===== config.mk =====
export PLATFORM = sky130hd
export DESIGN_NAME = abram_aging_arbiter_mux_flat
export DESIGN_NICKNAME = d
export VERILOG_FILES = /design/src/rtl/abram_aging_arbiter_mux_pkg.sv /design/src/rtl/abram_aging_arbiter_mux_if.sv /design/src/rtl/abram_aging_arbiter_mux_req_fifo.sv /design/src/rtl/abram_aging_arbiter_mux.sv /design/src/flat_wrapper.sv
export SDC_FILE = /design/constraint.sdc
export NUM_CORES = 1
export LEC_CHECK = 0
export CORE_MARGIN = 8
export CORE_UTILIZATION = 40
export DETAILED_ROUTE_END_ITERATION = 16
export GPL_ROUTABILITY_DRIVEN = 0
export PLACE_DENSITY = 0.56
export SLEW_MARGIN = 30
export SYNTH_ARGS = -nofsm -noshare
export SYNTH_HDL_FRONTEND = slang
export SYNTH_HIERARCHICAL = 1
export SYNTH_SLANG_ARGS = --single-unit

===== constraint.sdc =====
create_clock -name clock -period 23.8 [get_ports clock]
set_input_delay 4.76 -clock clock [delete_from_list [all_inputs] [get_ports clock]]
set_output_delay 4.76 -clock clock [all_outputs]
set_load 0.02 [all_outputs]

===== src/rtl/abram_aging_arbiter_mux_pkg.sv =====
// Shared defaults and helpers for the ABRAM aging arbiter mux.
// Optional statistics are enabled with ABRAM_ARB_STATS_EN.
package abram_pkg;
  localparam int INPUTS_DEF = 4;
  localparam int ADDR_DEF   = 32;
  localparam int DATA_DEF   = 64;
  localparam int DEPTH_DEF  = 4;
  localparam int AGE_DEF    = 8;

  function automatic int sel_width(input int n);
    return (n <= 1) ? 1 : $clog2(n);
  endfunction
endpackage


===== src/rtl/abram_aging_arbiter_mux_if.sv =====
// Request/response bundle between ABRAM producers, the mux and the port.
// Optional statistics are enabled with ABRAM_ARB_STATS_EN.
interface abram_aging_arbiter_mux_if
  import abram_pkg::*;
#(
  parameter int INPUTS    = INPUTS_DEF,
  parameter int ADDR_SIZE = ADDR_DEF,
  parameter int DATA_SIZE = DATA_DEF
);
  logic [INPUTS-1:0]                in_ad_valid;
  logic [INPUTS-1:0][ADDR_SIZE-1:0] in_ad_addr;
  logic [INPUTS-1:0][DATA_SIZE-1:0] in_ad_data;
  logic [INPUTS-1:0]                in_ad_done;
  logic                             out_ad_valid;
  logic [ADDR_SIZE-1:0]             out_ad_addr;
  logic [DATA_SIZE-1:0]             out_ad_data;
  logic                             out_ad_done;

  modport master (
    output in_ad_valid, in_ad_addr, in_ad_data, out_ad_done,
    input  in_ad_done, out_ad_valid, out_ad_addr, out_ad_data
  );

  modport slave (
    input  in_ad_valid, in_ad_addr, in_ad_data, out_ad_done,
    output in_ad_done, out_ad_valid, out_ad_addr, out_ad_data
  );
endinterface


===== src/rtl/abram_aging_arbiter_mux_req_fifo.sv =====
// Per-input request FIFO; full/empty derive only from registered pointers.
// Optional statistics are enabled with ABRAM_ARB_STATS_EN.
module abram_req_fifo #(
  parameter int WIDTH = 96,
  parameter int DEPTH = 4
) (
  input  logic             clk,
  input  logic             rst_n,
  input  logic             push,
  input  logic             pop,
  input  logic [WIDTH-1:0] din,
  output logic [WIDTH-1:0] dout,
  output logic             full,
  output logic             empty
);
  localparam int AW = $clog2(DEPTH);

  logic [AW:0]      wr_ptr_q, wr_ptr_d;
  logic [AW:0]      rd_ptr_q, rd_ptr_d;
  logic [WIDTH-1:0] mem_q [DEPTH];
  logic             do_push, do_pop;

  assign full  = (wr_ptr_q[AW] != rd_ptr_q[AW]) &&
                 (wr_ptr_q[AW-1:0] == rd_ptr_q[AW-1:0]);
  assign empty = (wr_ptr_q == rd_ptr_q);
  assign do_push = push & ~full;
  assign do_pop  = pop & ~empty;
  assign dout  = mem_q[rd_ptr_q[AW-1:0]];

  always_comb begin
    wr_ptr_d = wr_ptr_q + {{AW{1'b0}}, do_push};
    rd_ptr_d = rd_ptr_q + {{AW{1'b0}}, do_pop};
  end

  always_ff @(posedge clk or negedge rst_n) begin
    if (!rst_n) begin
      wr_ptr_q <= '0;
      rd_ptr_q <= '0;
    end else begin
      wr_ptr_q <= wr_ptr_d;
      rd_ptr_q <= rd_ptr_d;
    end
  end

  always_ff @(posedge clk) begin
    if (do_push) mem_q[wr_ptr_q[AW-1:0]] <= din;
  end
endmodule


===== src/rtl/abram_aging_arbiter_mux.sv =====
// N:1 ABRAM request mux: per-input FIFOs, saturating age arbitration, registered output.
// Optional per-input grant counters are enabled with ABRAM_ARB_STATS_EN.
module abram_aging_arbiter_mux
  import abram_pkg::*;
#(
  parameter int INPUTS    = INPUTS_DEF,
  parameter int ADDR_SIZE = ADDR_DEF,
  parameter int DATA_SIZE = DATA_DEF,
  parameter int DEPTH     = DEPTH_DEF,
  parameter int AGE_WIDTH = AGE_DEF
) (
  input  logic clock,
  input  logic reset,
  abram_aging_arbiter_mux_if.slave bus
`ifdef ABRAM_ARB_STATS_EN
  ,
  input  logic                    stats_clear,
  output logic [INPUTS-1:0][31:0] grant_count
`endif
);
  localparam int SEL_W = sel_width(INPUTS);
  localparam int W     = ADDR_SIZE + DATA_SIZE;
  localparam logic [AGE_WIDTH-1:0] AGE_MAX = '1;

  logic [INPUTS-1:0]                full, empty, pop;
  logic [INPUTS-1:0][W-1:0]         head;
  logic [INPUTS-1:0][AGE_WIDTH-1:0] age_q, age_d;
  logic [SEL_W-1:0]                 sel;
  logic                             any_ne, load;
  logic                             out_valid_q, out_valid_d;
  logic [ADDR_SIZE-1:0]             out_addr_q, out_addr_d;
  logic [DATA_SIZE-1:0]             out_data_q, out_data_d;

  // Accepts are masked during reset so nothing is pushed into a cleared FIFO.
  assign bus.in_ad_done = bus.in_ad_valid & ~full & {INPUTS{reset}};

  for (genvar g = 0; g < INPUTS; g++) begin : g_fifo
    abram_req_fifo #(.WIDTH(W), .DEPTH(DEPTH)) u_fifo (
      .clk   (clock),
      .rst_n (reset),
      .push  (bus.in_ad_done[g]),
      .pop   (pop[g]),
      .din   ({bus.in_ad_addr[g], bus.in_ad_data[g]}),
      .dout  (head[g]),
      .full  (full[g]),
      .empty (empty[g])
    );
  end

  if (INPUTS == 1) begin : g_one
    assign sel = '0;
  end else begin : g_arb
    always_comb begin
      logic [AGE_WIDTH-1:0] best;
      logic                 found;
      sel   = '0;
      best  = '0;
      found = 1'b0;
      for (int i = 0; i < INPUTS; i++) begin
        if (!empty[i] && (!found || age_q[i] > best)) begin
          sel   = SEL_W'(i);
          best  = age_q[i];
          found = 1'b1;
        end
      end
    end
  end

  assign any_ne = ~&empty;
  assign load   = (~out_valid_q | bus.out_ad_done) & any_ne;

  always_comb begin
    pop         = '0;
    age_d       = age_q;
    out_valid_d = out_valid_q;
    out_addr_d  = out_addr_q;
    out_data_d  = out_data_q;
    for (int i = 0; i < INPUTS; i++) begin
      pop[i] = load && (int'(sel) == i);
      if (empty[i] || pop[i])
        age_d[i] = '0;
      else if (age_q[i] != AGE_MAX)
        age_d[i] = age_q[i] + 1'b1;
    end
    if (load) begin
      out_valid_d              = 1'b1;
      {out_addr_d, out_data_d} = head[sel];
    end else if (bus.out_ad_done) begin
      out_valid_d = 1'b0;
    end
  end

  always_ff @(posedge clock or negedge reset) begin
    if (!reset) begin
      age_q       <= '0;
      out_valid_q <= 1'b0;
      out_addr_q  <= '0;
      out_data_q  <= '0;
    end else begin
      age_q       <= age_d;
      out_valid_q <= out_valid_d;
      out_addr_q  <= out_addr_d;
      out_data_q  <= out_data_d;
    end
  end

  assign bus.out_ad_valid = out_valid_q;
  assign bus.out_ad_addr  = out_addr_q;
  assign bus.out_ad_data  = out_data_q;

`ifdef ABRAM_ARB_STATS_EN
  logic [INPUTS-1:0][31:0] gcnt_q, gcnt_d;

  always_comb begin
    gcnt_d = gcnt_q;
    for (int i = 0; i < INPUTS; i++) begin
      if (stats_clear) gcnt_d[i] = '0;
      else if (pop[i]) gcnt_d[i] = gcnt_q[i] + 32'd1;
    end
  end

  always_ff @(posedge clock or negedge reset) begin
    if (!reset) gcnt_q <= '0;
    else        gcnt_q <= gcnt_d;
  end

  assign grant_count = gcnt_q;
`endif
endmodule


===== src/flat_wrapper.sv =====
// flat-port wrapper written by rule: the top's interface ports become plain ports
module abram_aging_arbiter_mux_flat import abram_pkg::*;
#(
  parameter int INPUTS    = INPUTS_DEF,
  parameter int ADDR_SIZE = ADDR_DEF,
  parameter int DATA_SIZE = DATA_DEF,
  parameter int DEPTH     = DEPTH_DEF,
  parameter int AGE_WIDTH = AGE_DEF
)
  (clock, reset, bus_in_ad_valid, bus_in_ad_addr, bus_in_ad_data, bus_out_ad_done, bus_in_ad_done, bus_out_ad_valid, bus_out_ad_addr, bus_out_ad_data);
  abram_aging_arbiter_mux_if #(.INPUTS(INPUTS), .ADDR_SIZE(ADDR_SIZE), .DATA_SIZE(DATA_SIZE)) bus_i ();
  input  logic clock;
  input  logic reset;
  input wire logic [$bits(bus_i.in_ad_valid)-1:0] bus_in_ad_valid;
  input wire logic [$bits(bus_i.in_ad_addr)-1:0] bus_in_ad_addr;
  input wire logic [$bits(bus_i.in_ad_data)-1:0] bus_in_ad_data;
  input wire logic [$bits(bus_i.out_ad_done)-1:0] bus_out_ad_done;
  output wire logic [$bits(bus_i.in_ad_done)-1:0] bus_in_ad_done;
  output wire logic [$bits(bus_i.out_ad_valid)-1:0] bus_out_ad_valid;
  output wire logic [$bits(bus_i.out_ad_addr)-1:0] bus_out_ad_addr;
  output wire logic [$bits(bus_i.out_ad_data)-1:0] bus_out_ad_data;
  assign bus_i.in_ad_valid = bus_in_ad_valid;
  assign bus_i.in_ad_addr = bus_in_ad_addr;
  assign bus_i.in_ad_data = bus_in_ad_data;
  assign bus_i.out_ad_done = bus_out_ad_done;
  assign bus_in_ad_done = bus_i.in_ad_done;
  assign bus_out_ad_valid = bus_i.out_ad_valid;
  assign bus_out_ad_addr = bus_i.out_ad_addr;
  assign bus_out_ad_data = bus_i.out_ad_data;
  abram_aging_arbiter_mux #(.INPUTS(INPUTS), .ADDR_SIZE(ADDR_SIZE), .DATA_SIZE(DATA_SIZE), .DEPTH(DEPTH), .AGE_WIDTH(AGE_WIDTH)) u_core (.clock(clock), .reset(reset), .bus(bus_i));
endmodule

==> summary.md <==
| Metric | Value |
|---|---|
| Status | `finished, final reports clean` |
| Max Buffers Root-to-Sink | `3` |
| CTS tree | `built` |
| Avg Vias per Cell | `5.75` |
| Post-CTS Setup Inserts | `0` |
| Multi-input gate area | `15800 um^2` |
| HPWL Detailed | `118000 um` |
| Cell Chain, Critical Path | `buf_8 > buf_4 > and3b_1 > clkdlybuf4s50_1` |
| Fillers | `13700` |
| Post-Place Cell Area | `74200 um^2` |
| Worst EP required | `19040 ps` |
| CP startpoint kind | `input pin` |
| Post-CTS Hold Buffers | `0` |
| RSZ-0062 raised after global routing | `false` |
| Total gr overflow | `0` |
| Worst Tran Pin Value | `1070 ps` |
| I/O pin count | `492` |
| FMAX | `0.0855 GHz` |
| Slowest cell on the critical path | `clkdlybuf4s50_1` |
| PostCTS Resize Cnt | `0` |
| MaxCap Viol Count | `0` |
| Largest net degree at the start of global routing | `172` |
| Post-synth EDFFs | `1536` |
| Die X | `424 um` |
| Vias after detailed routing | `35300` |
| Fin Clk Skew | `26.4 ps` |
| Area leader, netlist | `edfxtp_1` |
| Setup TNS | `0 ps` |
| CP peak stage delay | `660 ps` |
| Total CTS buffers | `181` |
| TritonRoute pass-1 iters | `7` |
| Core area | `165000 um^2` |
| Share of cells above drive strength 1 | `20.2%` |
| WS Path Type | `input pin to output pin` |
| Top post-synthesis cells by count | `edfxtp_1, mux4_2, dfrtp_1, nor2_1, a31oi_1` |
| H-tree depth | `4` |
| Wire length per cell | `31.1 um` |
| Design Area, Final | `80300 um^2` |
| Vias in the first global route | `36800` |
| Clk root buf | `clkbuf_16` |
| Synth top area share | `69.3%` |
| Tightest Hold Check Type | `register to register` |
| CTS Sinks | `1689` |
| Clock Latency Late Sink | `820 ps` |
| Placement row count | `149` |
| Seq/Total Area, Yosys | `75.0%` |
| Netlist cell types | `58` |
| Post-layout min period | `11690 ps` |
| Final setup fails | `0` |
| First-pass GRT wire length | `274000 um` |
| Clock transition at the registers of the reported paths | `50 ps` |
| Crit-path max FO | `64` |
| Top cells by area, synth | `edfxtp_1, mux4_2, dfrtp_1` |
| Final net count | `4203` |
| Initial Util | `40.3%` |
| Slew Limit Fails | `0` |
| Part of the cycle the worst path needs | `49.1%` |
| Relative slew margins | `28.8%` |
| Die area | `180000 um^2` |
| Count leader, synth | `edfxtp_1` |
| WL final | `191000 um` |
| Area grow syn2layout | `20.6%` |
| Final hold viol count | `0` |
| GRT Overall Usage | `21.0%` |
| Yosys warnings | `6` |
| Routed Antenna Nets | `0` |
| Initial antenna violation count | `74` |
| Crit end category | `output pin` |
| DRC | `0` |
| Register area | `50000 um^2` |
| Port Buffers | `491` |
| Yosys reg bits | `1689` |
| Crit path DAT | `6930 ps` |
| Synth Flop Type | `edfxtp_1` |
| DRT iter0 DRCs | `2497` |
| Die H | `424 um` |
| Post-Syn Area | `66600 um^2` |
| Syn nets | `3658` |
| Async SR Flop Fraction | `9.06%` |
| Syn Inst Count | `3223` |
| Avg Cell Area, Syn | `20.7 um^2` |
[cell type report]
class	instances	share of cell area (%)
well taps	2189	3.41
clock buffers	242	6.28
diodes	32	0.0998
multi-input cells	1301	19.7
inverters	13	0.0608
clock inverters	97	1.02
repair buffers	582	7.18
flip-flops and latches	1689	62.3
[metrics by stage]
step | setup WS, ps | hold slack (ps) | instances | utilization [%]
final | 12110 | 491 | 6145 | 48.6
after global routing | 11920 | 503 | 6132 | 48.6
after CTS | 11990 | 491 | 6108 | 48.4
after detailed placement | 12000 | 480 | 5769 | 44.9
after global placement | 12000 | 476 | 5766 | 44.9
after floorplan | 10450 | 460 | 3223 | -
[path summary, 6_finish.rpt]
path / endpoint / start / cells past startpoint / slack, ps
setup / recovery: bus_in_ad_done[1] / reset / 4 / 12110
hold / removal: u_core/g_fifo[0].u_fifo/wr_ptr_q[2] / u_core/g_fifo[0].u_fifo/wr_ptr_q[2] / 1 / 490
setup reg to reg: u_core/bus.out_ad_data[33] / u_core/g_fifo[0].u_fifo/rd_ptr_q[1] / 29 / 14390
hold reg to reg: u_core/g_fifo[0].u_fifo/wr_ptr_q[2] / u_core/g_fifo[0].u_fifo/wr_ptr_q[2] / 1 / 490
max in group asynchronous: u_core/g_fifo[1].u_fifo/rd_ptr_q[1] / reset / 3 / 18210
min in group asynchronous: u_core/bus.out_ad_data[3] / reset / 1 / 3900
[worst max-delay path, delay by kind of cell]
family | cells | cell delay, ps
buffers and inverters | 3 | 1630
AND/OR/NAND/NOR | 1 | 400
[layout by cell type, fill, tap and decap left out, types with 44 or more instances in the layout]
| cell type | n |
|---|---|
| a31oi_1 | 104 |
| edfxtp_1 | 1536 |
| o211a_1 | 96 |
| ha_1 | 44 |
| nor2_1 | 146 |
| buf_4 | 76 |
| clkdlybuf4s50_1 | 490 |
| clkbuf_16 | 184 |
| a41oi_1 | 96 |
| dfrtp_1 | 145 |
| mux2i_1 | 101 |
| nand4_1 | 104 |
| mux4_2 | 384 |
[state kept, by name, indices dropped and copies added, names as in the netlist]
register and flops:
u_core/g_fifo.u_fifo/mem_q 1536, u_core/bus.out_ad_addr 32, u_core/bus.out_ad_data 64, u_core/g_fifo.u_fifo/rd_ptr_q 12, u_core/age_q 32, u_core/g_fifo.u_fifo/wr_ptr_q 12
u_core/bus.out_ad_valid 1
[cells by family after synthesis]
kind of cell	Yosys count	share of synthesized area, %
DFF	1689	75.0
muxes	487	14.5
and+or+nand+nor	366	2.85
AOI/OAI and AO/OA	364	4.41
buffers and inverters	233	1.80
adders and majority gates	44	0.827
xor gates and xnor gates	40	0.526
[routing by layer]
| metal | up-vias | wire, um | GRT usage, % |
|---|---|---|---|
| li1 | 14800 | - | - |
| met1 | 19100 | 77900 | 27.1 |
| met2 | 1085 | 97600 | 36.1 |
| met3 | 309 | 10900 | 4.42 |
| met4 | 28 | 4480 | 6.20 |
| met5 | - | 178 | 0 |
Power is left out: the tool's default activity adds up to more than one toggle a clock period on the data nets, which glitch-free logic cannot reach.
